File: src/rtl/gh_pkg.sv
// Shared game-state encoding and keyboard keycode constants for the beat front end.
// Latency: n/a (types and constants only).
// Backpressure: n/a.
package gh_pkg;

  typedef enum logic [1:0] {
    GS_IDLE  = 2'd0,
    GS_RUN   = 2'd1,
    GS_PAUSE = 2'd2
  } game_state_t;

  // Scan-style keycodes as delivered by the keyboard front end
  localparam logic [7:0] KC_NONE  = 8'h00;
  localparam logic [7:0] KC_SPACE = 8'h2c;
  localparam logic [7:0] KC_1     = 8'h1e;
  localparam logic [7:0] KC_2     = 8'h1f;
  localparam logic [7:0] KC_3     = 8'h20;
  localparam logic [7:0] KC_4     = 8'h21;
  localparam logic [7:0] KC_P     = 8'h13;

endpackage

File: src/rtl/tick_gen.sv
// Free-running modulo-TICK_PERIOD counter; tick flags the wrap cycle.
// Latency: tick is combinational, high in the cycle the counter sits at TICK_PERIOD-1 with en.
// Backpressure: none; en freezes the count, clr zeroes it.
module tick_gen #(
  parameter int TICK_PERIOD = 10_000_000,
  parameter int CNT_W       = 24
) (
  input  logic Clk,
  input  logic Reset,
  input  logic en,
  input  logic clr,
  output logic tick
);

  localparam logic [CNT_W-1:0] LAST = CNT_W'(TICK_PERIOD - 1);

  logic [CNT_W-1:0] cnt;

  assign tick = en && (cnt == LAST);

  // Count while enabled, wrap on the last phase, clear has priority over counting
  always_ff @(posedge Clk) begin
    if (Reset || clr) begin
      cnt <= '0;
    end else if (en) begin
      cnt <= tick ? '0 : cnt + 1'b1;
    end
  end

endmodule

File: src/rtl/beat_clock_lanes.sv
// Game timing (scroll tick, beat count, IDLE/RUN/PAUSE) and keycode-to-lane decode.
// Latency: all outputs registered, one cycle from keycode/start_/end_; first shift TICK_PERIOD cycles into RUN.
// Backpressure: none; inputs are sampled every cycle and never stalled.
module beat_clock_lanes
  import gh_pkg::*;
#(
  parameter int                     TICK_PERIOD = 10_000_000,
  parameter int                     CNT_W       = 24,
  parameter int                     NUM_LANES   = 4,
  parameter logic [NUM_LANES*8-1:0] LANE_KEYS   = {KC_4, KC_3, KC_2, KC_1},
  parameter logic [7:0]             PAUSE_KEY   = KC_P,
  parameter logic [7:0]             SPACE_KEY   = KC_SPACE,
  parameter int                     BEAT_W      = 16
) (
  input  logic                 Clk,
  input  logic                 Reset,
  input  logic                 start_,
  input  logic                 end_,
  input  logic [7:0]           keycode,
  output logic                 shift,
  output logic [BEAT_W-1:0]    beat,
  output logic                 running,
  output logic                 paused,
  output logic                 space,
  output logic [NUM_LANES-1:0] lane_hold,
  output logic [NUM_LANES-1:0] lane_press
);

  game_state_t          state, state_nxt;
  logic                 pause_q;
  logic                 pause_edge;
  logic                 run_nxt;
  logic                 start_go;
  logic                 tick;
  logic [NUM_LANES-1:0] lane_match;

  // A held pause key toggles only once: act on its first cycle
  assign pause_edge = (keycode == PAUSE_KEY) && !pause_q;
  assign run_nxt    = (state_nxt == GS_RUN);
  assign start_go   = (state == GS_IDLE) && run_nxt;

  // Next-state: end_ wins over everything, start_ only from IDLE, pause edge toggles RUN/PAUSE
  always_comb begin
    state_nxt = state;
    if (end_) begin
      state_nxt = GS_IDLE;
    end else begin
      case (state)
        GS_IDLE:  if (start_)     state_nxt = GS_RUN;
        GS_RUN:   if (pause_edge) state_nxt = GS_PAUSE;
        GS_PAUSE: if (pause_edge) state_nxt = GS_RUN;
        default:                  state_nxt = GS_IDLE;
      endcase
    end
  end

  // State register and previous-cycle pause key sample
  always_ff @(posedge Clk) begin
    if (Reset) begin
      state   <= GS_IDLE;
      pause_q <= 1'b0;
    end else begin
      state   <= state_nxt;
      pause_q <= (keycode == PAUSE_KEY);
    end
  end

  assign running = (state == GS_RUN);
  assign paused  = (state == GS_PAUSE);

  // Phase only advances on cycles that stay in RUN, so a tick can never land on a
  // cycle that leaves RUN and the phase is preserved exactly across a pause
  tick_gen #(
    .TICK_PERIOD (TICK_PERIOD),
    .CNT_W       (CNT_W)
  ) u_tick_gen (
    .Clk   (Clk),
    .Reset (Reset),
    .en    ((state == GS_RUN) && run_nxt),
    .clr   (state_nxt == GS_IDLE),
    .tick  (tick)
  );

  // Scroll pulse and beat count move together so beat is already updated when shift is seen
  always_ff @(posedge Clk) begin
    if (Reset) begin
      shift <= 1'b0;
      beat  <= '0;
    end else begin
      shift <= tick;
      if (start_go) begin
        beat <= '0;
      end else if (tick) begin
        beat <= beat + 1'b1;
      end
    end
  end

  // Per-lane keycode compare; duplicate keys simply light several lanes
  for (genvar i = 0; i < NUM_LANES; i++) begin : g_lane
    assign lane_match[i] = (keycode == LANE_KEYS[i*8 +: 8]);
  end

  // Key levels plus press pulses on the hold rising edge, only while the game will be running
  always_ff @(posedge Clk) begin
    if (Reset) begin
      lane_hold  <= '0;
      lane_press <= '0;
      space      <= 1'b0;
    end else begin
      lane_hold  <= lane_match;
      lane_press <= lane_match & ~lane_hold & {NUM_LANES{run_nxt}};
      space      <= (keycode == SPACE_KEY);
    end
  end

endmodule

File: config.mk
export PLATFORM = sky130hd
export DESIGN_NAME = beat_clock_lanes
export DESIGN_NICKNAME = d
export VERILOG_FILES = /design/src/rtl/gh_pkg.sv /design/src/rtl/tick_gen.sv /design/src/rtl/beat_clock_lanes.sv
export SDC_FILE = /design/constraint.sdc
export NUM_CORES = 1
export LEC_CHECK = 0
export ABC_AREA = 1
export ABC_CLOCK_PERIOD_IN_PS = 2540
export BUFFER_PORTS_ARGS = -buffer_cell sky130_fd_sc_hd__buf_4
export CORE_UTILIZATION = 30
export DETAILED_ROUTE_END_ITERATION = 10
export GPL_ROUTABILITY_DRIVEN = 0
export MAX_ROUTING_LAYER = met4
export PLACE_DENSITY = 0.5
export SKIP_CTS_REPAIR_TIMING = 1
export SLEW_MARGIN = 20
export SYNTH_ARGS = -nofsm -noshare
export SYNTH_HDL_FRONTEND = slang
export SYNTH_HIERARCHICAL = 1
export SYNTH_SLANG_ARGS = --single-unit
File: constraint.sdc
create_clock -name Clk -period 2.54 [get_ports Clk]
set_input_delay 0.381 -clock Clk [delete_from_list [all_inputs] [get_ports Clk]]
set_output_delay 0.381 -clock Clk [all_outputs]
set_load 0.1 [all_outputs]
==> impl_metrics.toml, run 1 <==
[timing]
period_share_pct = 85.3
finalClockSkew_ns = 0.00949
period_minus_slack_ns = 2.17
rsz0062_at_grt = "false"
timing.final.ws_setup_ns = 0.372
hold_violations = 0
slew-limit-headroom_pct = 56.2
setup_tns_ns = 0
fmax_mhz = 461
setup_viol = 0
tightest_slew_ns = 0.656
slew_viol_final = 0

[synthesis]
synth_area_leaders = "dfxtp_1 37%, nand2_1 14%, nor2_1 11%, inv_1 8.1%, nand3_1 4.6%"
synth_top_area_share_pct = 37.5
syn_nets = 441
synth.largest_area_cell = "dfxtp_1"
ys_types = 29
syn_area_per_cell_sq_um = 6.63
yosysWarnings = 6
postSynthCellCount = 427
synth_seq_cells = 53
syn_area_sq_um = 2830
ys_seq_area_share_pct = 37.5

[routing]
drt_pass1_iterations = 4
drcViolationCount = 0
wire_per_inst_um = 11.4
drtIter0Drc = 100
wirelength_mm = 6.66
num_vias = 2617
antenna_left = 0
viasPerCell = 4.47

[floorplanning]
io_pins = 40
rows = 35
die-area_sq_um = 9830
die_w_um = 99.2
start_util_pct = 30.8
die_h_um = 99.2
core-area_sq_um = 9200

[final_layout]
drive_above_1_share_pct = 19.4
regArea_sq_um = 1060
mostFrequentLayoutCell = "nand2_1"
finalNonFillerCells = 585
synthToLayoutAreaGrowth_pct = 19.5
finish.utilization_pct = 36.8
multi_input_area_sq_um = 1500
layout.nets = 487
fill_cells = 1000
antenna-diode-count = 0
mostFrequentLayoutCells = "107 x nand2_1, 80 x nor2_1, 61 x inv_1"

[placement]
dp_hpwl_mm = 5.18
dp.cells = 577
io_buffers = 39
pre_cts_ws_ns = 0.244

[pwr]
ir_drop_mv = 0.201
power_leakage_nw = 1.37
p_per_area_nw_per_um2 = 453

[cts]
cts.clk_slew.worst_paths_ns = 0.11
clockRootBuffer = "clkbuf_8"
cts_made_buffers = 5
cts_tree = "done"
clkLatencyLatePin_ns = 0.31
htree_levels = 2
cts_buffer_depth = 2
cts_sinks = 53

[grt]
antenna_found_initial = 0
grt_max_degree = 18
grt_pass1_wl_mm = 11.1
grt_usage_pct = 14.6
grt_pass1_vias = 2397
globalRouteOverflowTotal = 0

[critical_path]
cpMostUsedCell = "nor2_1"
required_ns = 2.73
cp_num_buf_inv = 2
cpPeakStageDelay_ns = 0.45
cp_max_fo = 6
crit_path_start_kind = "flop"
crit_chain = "nor3_1, nor2_1, nand4_1, inv_1, nand4_1, nor2_1, nand3_1, inv_1, nand2_2, nor2_4, nand2_4, nor2_8, xor2_1, nor2_1"
path_delay_family = "simple AND/OR/NAND/NOR gates"
critPathCaptureType = "flop"
cpMaxStageDelayCell = "dfxtp_1"
crit_type = "reg2reg"
critPathArrivalTime_ns = 2.35

[status]
status = "finished clean"

[run]
cap_violations = 0

[min_path]
holdCritPathClass = "in2reg"
final timing paths:
check	startpoint	endpoint	slack, ns	cells past startpoint
worst max-delay path	state[0]	beat[11]	0.37	14
worst min-delay path	Reset	shift	0.26	2
worst max register to register	state[0]	beat[11]	0.37	14
worst min register to register	lane_hold[0]	lane_press[0]	0.50	3
synth_stat cells, drive strengths merged:
master	instances
ha	2
buf	3
a21oi	12
nor3	12
dfxtp	53
nand4	11
inv	65
nand2	114
nor4	1
a211oi	1
o21bai	3
nor2	105
nand3b	3
xor2	6
o21ai	1
xnor2	4
nand3	29
nor3b	2
per-stage QoR:
step	hold slack (ns)	cell area, sq um	power [mW]
after floorplan	0.453	2840	0.891
after global placement	0.486	3260	0.919
after detailed placement	0.479	3260	0.920
after CTS	0.251	3390	1.56
after global routing	0.241	3390	1.61
final	0.263	3390	1.53
flip-flops by register name (all words and copies together), names as in the netlist:
signal and cells:
beat 16, lane_hold 4, lane_press 4, pause_q 1, shift 1, space 1, state 2, u_tick_gen/cnt 24
routing by layer:
metal	part of all wire [%]	track usage (%)	vias up	wire, um
met5	0	-	-	0
met4	0.69	3.73	0	46
met3	4.6	3.44	4	304
met2	46	24.0	55	3070
met1	49	18.2	1150	3240
li1	-	-	1408	-
area by class of cell:
cell class	count	area share, %
tap	111	4.10
timing repair buffer	42	9.31
multi-input combinational	306	44.3
inverter	65	7.28
sequential	53	31.3
clock buffer	6	2.44
clock inverter	2	1.22
where the power goes:
| group | leakage [nW] | total, mW | switching [mW] | internal (mW) |
|---|---|---|---|---|
| clock | 0.0633 | 0.635 | 0.307 | 0.328 |
| sequential | 0.427 | 0.833 | 0.00155 | 0.832 |
| combinational | 0.881 | 0.0666 | 0.0436 | 0.0230 |
cell families after synthesis:
family | count (synthesis) | share of synthesized area, %
AOI/OAI and AO/OA | 17 | 3.49
xor gates and xnor gates | 10 | 3.09
adders and majority gates | 2 | 0.883
buffers and inverters | 68 | 9.67
DFF | 53 | 37.5
and+or+nand+nor | 277 | 45.4
No activity file was read; power rests on OpenSTA's default activity.
==> run 2: changes to the inputs <==
--- a/config.mk
+++ b/config.mk
@@ -13,9 +13,9 @@
 export GPL_ROUTABILITY_DRIVEN = 0
 export MAX_ROUTING_LAYER = met4
 export PLACE_DENSITY = 0.5
+export RECOVER_POWER = 25
 export SKIP_CTS_REPAIR_TIMING = 1
 export SLEW_MARGIN = 20
 export SYNTH_ARGS = -nofsm -noshare
 export SYNTH_HDL_FRONTEND = slang
-export SYNTH_HIERARCHICAL = 1
 export SYNTH_SLANG_ARGS = --single-unit
==> impl_metrics.toml, run 2 <==
[critical_path]
rrSetupSlack_ns = 0.54
r2r-end = "beat[14]"
required_ns = 2.78
critPathArrivalTime_ns = 2.23
crit_path_start_kind = "flop"
r2r_cells = 7
crit_type = "reg2reg"
cp_max_fo = 11
critPathCaptureType = "flop"
r2r_start = "u_tick_gen.cnt[0]"

[final_layout]
final_area_sq_um = 3450
top_regs = "u_tick_gen.cnt (24), beat (16)"
largest_reg_flops = 24
finalNonFillerCells = 628
mostFrequentLayoutCells = "117 x nand2_1, 73 x nor2_1, 53 x dfxtp_1"
antenna-diode-count = 0
drive_above_1_share_pct = 10.5
synthToLayoutAreaGrowth_pct = 14.8
layout.nets = 508
multi_input_area_sq_um = 1680
fill_cells = 1126
mostFrequentLayoutCell = "nand2_1"
regArea_sq_um = 1060
regMostFlops = "u_tick_gen.cnt"

[grt]
grt_max_degree = 25
grt_usage_pct = 16.5
grt_pass1_wl_mm = 13.2
grt_pass1_vias = 2751
antenna_found_initial = 0
globalRouteOverflowTotal = 0

[timing]
rsz0062_at_grt = "false"
period_minus_slack_ns = 2.00
period_share_pct = 78.7
fmax_mhz = 500
hold_violations = 0
tightest_slew_ns = 1.18
setup_viol = 0
finalClockSkew_ns = 0.0176
slew-limit-headroom_pct = 21.7
slew_viol_final = 0
setup_tns_ns = 0

[pwr]
clkPwrFrac_pct = 35.3
power_leakage_nw = 1.15
ir_drop_mv = 0.215
netSwitchingFraction_pct = 24.9
p_int_mw = 1.05
p_comb_share_pct = 5.0
switchingPower_mw = 0.348
seqPwrFrac_pct = 59.7
p_per_area_nw_per_um2 = 405

[routing]
drcViolationCount = 0
viasPerCell = 4.79
wl_met3_um = 298
wirelength_mm = 7.78
top_layer = "met4"
num_vias = 3010
drt_pass1_iterations = 5
drt-met1-wl_mm = 3.76
wire_per_inst_um = 12.4
drtIter0Drc = 158
antenna_left = 0
wl_met2_mm = 3.57

[synthesis]
synth.area.mux_share_pct = 0
synth_xor_area_share_pct = 5.83
synth_commonest_cells = "117 x nand2_1, 72 x nor2_1, 53 x dfxtp_1"
synth.largest_area_cell = "dfxtp_1"
postSynthCellCount = 459
syn_area_sq_um = 3000
synth_top_area_share_pct = 35.3
synth_top_family_by_area = "simple AND/OR/NAND/NOR gates"
synth_adder_area_share_pct = 0.833
ys_types = 27
synth_area_leaders = "dfxtp_1 35%, nand2_1 15%, nor2_1 9.0%, a21oi_1 6.5%, inv_1 5.2%"
ys_seq_area_share_pct = 35.3
synthArstFlopShare_pct = 0
synth_compound_area_share_pct = 9.00
yosysMostFrequentCell = "nand2_1"
synth_enable_flop_cells = 0
syn_nets = 473
ys.flop_type = "dfxtp_1"
yosysWarnings = 0
synth_seq_cells = 53
syn_area_per_cell_sq_um = 6.54
synth-simple-area-share_pct = 40.8

[cts]
cts_tree = "done"
clockRootBuffer = "clkbuf_8"
cts_buffer_depth = 2
cts_sinks = 53
htree_levels = 2
cts.clk_slew.worst_paths_ns = 0.10
clkLatencyLatePin_ns = 0.32
cts_made_buffers = 5

[status]
status = "finished clean"

[floorplanning]
die_h_um = 102
die_w_um = 102
io_pins = 40
die-area_sq_um = 10400
core-area_sq_um = 9730
rows = 36
start_util_pct = 30.9

[run]
cap_violations = 0

[placement]
io_buffers = 39
dp_hpwl_mm = 5.75
place_area_sq_um = 3400
dp.cells = 620

[min_path]
holdCritPathClass = "in2reg"
min_from = "Reset"
hold_depth = 2
hold-path-endpoint = "state[1]"
run 2: cell count changes in the layout (fill, tap and decap cells not counted), sizes merged, moves of 5 or more:
cell    before  now
nand2      114  119
inv         66   42
xor2         6   17
nand4       11   22
buf         42   32
nand3       29   34
clkbuf       6   16
o21ai        1   15
a21oi       12   39
nor2       105   75
run 2: area by class of cell:
class	count	area share [%]
tap	133	4.83
clock buffer	6	2.11
clock inverter	2	0.436
sequential	53	30.8
inverter	43	4.72
timing repair buffer	42	8.28
multi-input combinational	349	48.9
run 2: power groups by stage:
stage          sequential, mW  clock, mW  combinational (mW)
5_1_grt                 0.834      0.555              0.0778
4_1_cts                 0.834      0.518              0.0720
6_report                0.833      0.493              0.0694
3_3_place_gp            0.853          0              0.0720
3_5_place_dp            0.853          0              0.0721
2_1_floorplan           0.854          0              0.0453
run 2: worst max-delay path by stage:
stage / start / endpoint / slack [ns] / cells after the start
6_report: u_tick_gen.cnt[0] / beat[14] / 0.54 / 7
5_1_grt: u_tick_gen.cnt[0] / beat[14] / 0.36 / 7
4_1_cts: u_tick_gen.cnt[0] / beat[14] / 0.56 / 7
3_5_place_dp: keycode[5] / u_tick_gen.cnt[11] / 0.57 / 11
3_3_place_gp: keycode[5] / u_tick_gen.cnt[14] / 0.58 / 11
2_1_floorplan: state[0] / running / 0.41 / 2
run 2: logic make-up (layout without fill, tap and decap cells):
kind of cell / after synthesis / in the layout
AOI/OAI and AO/OA: 54 / 54
xor gates and xnor gates: 20 / 20
adders and majority gates: 2 / 2
buffers and inverters: 57 / 93
DFF: 53 / 53
and+or+nand+nor: 273 / 273
run 2: per-layer routing:
metal | vias up | global-route usage [%]
met5 | - | -
met4 | 0 | 4.73
met3 | 21 | 3.42
met2 | 61 | 26.2
met1 | 1367 | 21.2
li1 | 1561 | -
run 2: worst max-delay path, stage by stage (launching register included):
cell	delay (ns)
dfxtp_1	0.42
ha_1	0.37
nand3_2	0.18
nor3_2	0.16
nand3_2	0.12
nor2_2	0.42
nand2_1	0.10
a21oi_1	0.14
run 2: metrics by stage:
step                      utilization [%]  power, mW  hold WS, ns  setup slack [ns]
after floorplan                         -      0.899        0.453             0.407
after detailed placement             35.0      0.925        0.420             0.568
final                                35.4       1.40        0.269             0.542
after global routing                 35.4       1.47        0.258             0.361
after global placement               35.0      0.925        0.420             0.582
after CTS                            35.9       1.42        0.262             0.555
==> run 3: changes to the inputs <==
--- a/config.mk
+++ b/config.mk
@@ -5,14 +5,14 @@
 export SDC_FILE = /design/constraint.sdc
 export NUM_CORES = 1
 export LEC_CHECK = 0
-export ABC_AREA = 1
-export ABC_CLOCK_PERIOD_IN_PS = 2540
+export ABC_AREA = 0
+export ABC_CLOCK_PERIOD_IN_PS = 1950
 export BUFFER_PORTS_ARGS = -buffer_cell sky130_fd_sc_hd__buf_4
 export CORE_UTILIZATION = 30
 export DETAILED_ROUTE_END_ITERATION = 10
 export GPL_ROUTABILITY_DRIVEN = 0
 export MAX_ROUTING_LAYER = met4
-export PLACE_DENSITY = 0.5
+export PLACE_DENSITY = 0.51
 export RECOVER_POWER = 25
 export SKIP_CTS_REPAIR_TIMING = 1
 export SLEW_MARGIN = 20
==> constraint.sdc (replaced) <==
create_clock -name Clk -period 1.95 [get_ports Clk]
set_input_delay 0.2925 -clock Clk [delete_from_list [all_inputs] [get_ports Clk]]
set_output_delay 0.2925 -clock Clk [all_outputs]
set_load 0.1 [all_outputs]
==> impl_metrics.toml, run 3 <==
[status]
status = "finished clean"

[placement]
dp_hpwl_mm = 3.78
place_area_sq_um = 2890
io_buffers = 39
dp.cells = 410
pre_cts_ws_ns = -0.0195

[final_layout]
largest_reg_flops = 24
layout.nets = 332
multi_input_area_sq_um = 1260
final_area_sq_um = 2950
finish.utilization_pct = 39.9
regMostFlops = "u_tick_gen.cnt"
antenna-diode-count = 0
regArea_sq_um = 1080
finalNonFillerCells = 418
synthToLayoutAreaGrowth_pct = 25.5
fill_cells = 782
mostFrequentLayoutCell = "dfxtp_1"
mostFrequentLayoutCells = "41 x dfxtp_1, 39 x nor2_1, 38 x buf_4"
top_regs = "u_tick_gen.cnt (24), beat (16)"
drive_above_1_share_pct = 27.6

[critical_path]
startpoint = "u_tick_gen.cnt[11]"
crit_path_start_kind = "flop"
required_ns = 2.18
critPathCaptureType = "flop"
critPathArrivalTime_ns = 2.01
r2r_cells = 6
crit_type = "reg2reg"
r2r_start = "u_tick_gen.cnt[11]"
cp_max_fo = 12

[floorplanning]
core-area_sq_um = 7410
start_util_pct = 31.8
rows = 31
die_w_um = 90.6
die-area_sq_um = 8210
io_pins = 40
die_h_um = 90.6

[routing]
antenna_left = 0
drt_pass1_iterations = 4
drtIter0Drc = 72
viasPerCell = 4.84
wirelength_mm = 5.12
wire_per_inst_um = 12.3
num_vias = 2023
drcViolationCount = 0

[synthesis]
syn_area_per_cell_sq_um = 8.89
postSynthCellCount = 265
yosysWarnings = 0
synth_seq_cells = 53
synth_commonest_cells = "53 x dfxtp_1, 39 x nor2_1, 21 x xor2_1"
ys_seq_area_share_pct = 45.1
ys_types = 40
synthArstFlopShare_pct = 0
synth_top_area_share_pct = 45.1
synth_area_leaders = "dfxtp_1 45%, xor2_1 7.8%, nor2_1 6.2%, nand4_1 4.5%, nand3_1 3.8%"
yosysMostFrequentCell = "dfxtp_1"
synth_enable_flop_cells = 0
synth.largest_area_cell = "dfxtp_1"
syn_nets = 279
syn_area_sq_um = 2350
ys.flop_type = "dfxtp_1"

[grt]
grt_usage_pct = 13.4
grt_pass1_wl_mm = 8.84
globalRouteOverflowTotal = 0
antenna_found_initial = 0
grt_pass1_vias = 1922
grt_max_degree = 25

[pwr]
power_leakage_nw = 1.04
finalPower_mw = 1.78
ir_drop_mv = 0.415
p_per_area_nw_per_um2 = 603

[timing]
tightest_slew_ns = 0.542
slew-limit-headroom_pct = 64.0
timing.final.ws_setup_ns = 0.168
setup_viol = 0
period_minus_slack_ns = 1.78
hold_violations = 0
slew_viol_final = 0
period_share_pct = 91.4
rsz0062_at_grt = "false"
fmax_mhz = 561
finalClockSkew_ns = 0.00671

[min_path]
min_from = "keycode[2]"
hold_depth = 2
holdCritPathClass = "in2reg"

[cts]
clockRootBuffer = "clkbuf_8"
cts_buffer_depth = 2
clkLatencyLatePin_ns = 0.30
cts_sinks = 53
cts_made_buffers = 5
htree_levels = 2
cts_tree = "done"
cts.clk_slew.worst_paths_ns = 0.10

[run]
cap_violations = 0
run 3: cell types whose count changed after synthesis, sizes merged, moves of 4 or more:
cell,previous run,this run
nand2,119,12
inv,42,5
nor2,75,39
a21oi,39,13
nand3,34,19
or3,0,14
buf,10,4
nand4,22,17
and3,0,4
nor3,13,9
xor2,17,21
run 3: path summary, 6_finish.rpt:
| kind | endpoint | slack [ns] |
|---|---|---|
| setup / recovery | beat[11] | 0.17 |
| hold / removal | pause_q | 0.18 |
| setup reg to reg | beat[11] | 0.17 |
| hold reg to reg | lane_press[1] | 0.44 |
run 3: worst max-delay path, stage by stage, from the launching register on:
cell and delay (ns):
dfxtp_1 0.33, nor4b_2 0.29, and4_2 0.31, nand4_1 0.11, buf_4 0.20, or3_1 0.34
a21oi_1 0.14
run 3: area by class of cell:
| type | count | area share [%] |
|---|---|---|
| flip-flops and latches | 53 | 36.6 |
| clock inverters | 2 | 0.466 |
| inverters | 5 | 0.635 |
| repair buffers | 55 | 12.9 |
| clock buffers | 6 | 2.46 |
| multi-input cells | 198 | 42.7 |
| well taps | 99 | 4.19 |
run 3: per-layer routing:
layer	wire length [um]	track usage, %	vias up
li1	-	-	1055
met1	2590	18.3	930
met2	2260	19.6	34
met3	215	2.95	4
met4	52	4.17	0
met5	0	-	-
run 3: stage by stage:
step | setup TNS, ns | hold WS (ns)
2_1_floorplan | 0 | 0.364
3_3_place_gp | 0 | 0.429
3_5_place_dp | -0.0307 | 0.428
4_1_cts | 0 | 0.168
5_1_grt | 0 | 0.156
6_report | 0 | 0.176
run 3: logic make-up after synthesis:
| family | Yosys count | share of synthesized area (%) |
|---|---|---|
| simple gates | 137 | 33.5 |
| flops | 53 | 45.1 |
| fa+ha+maj | 2 | 1.06 |
| xor+xnor | 25 | 9.30 |
| buf+inv | 14 | 2.39 |
| compound gates | 30 | 6.80 |
| mux | 4 | 1.91 |
run 3: report_power, final:
group / internal, mW / switching, mW / leakage [nW]
logic: 0.0341 / 0.0538 / 0.561
registers: 1.08 / 0.000982 / 0.434
clock network: 0.257 / 0.356 / 0.0456
total: 1.37 / 0.411 / 1.04
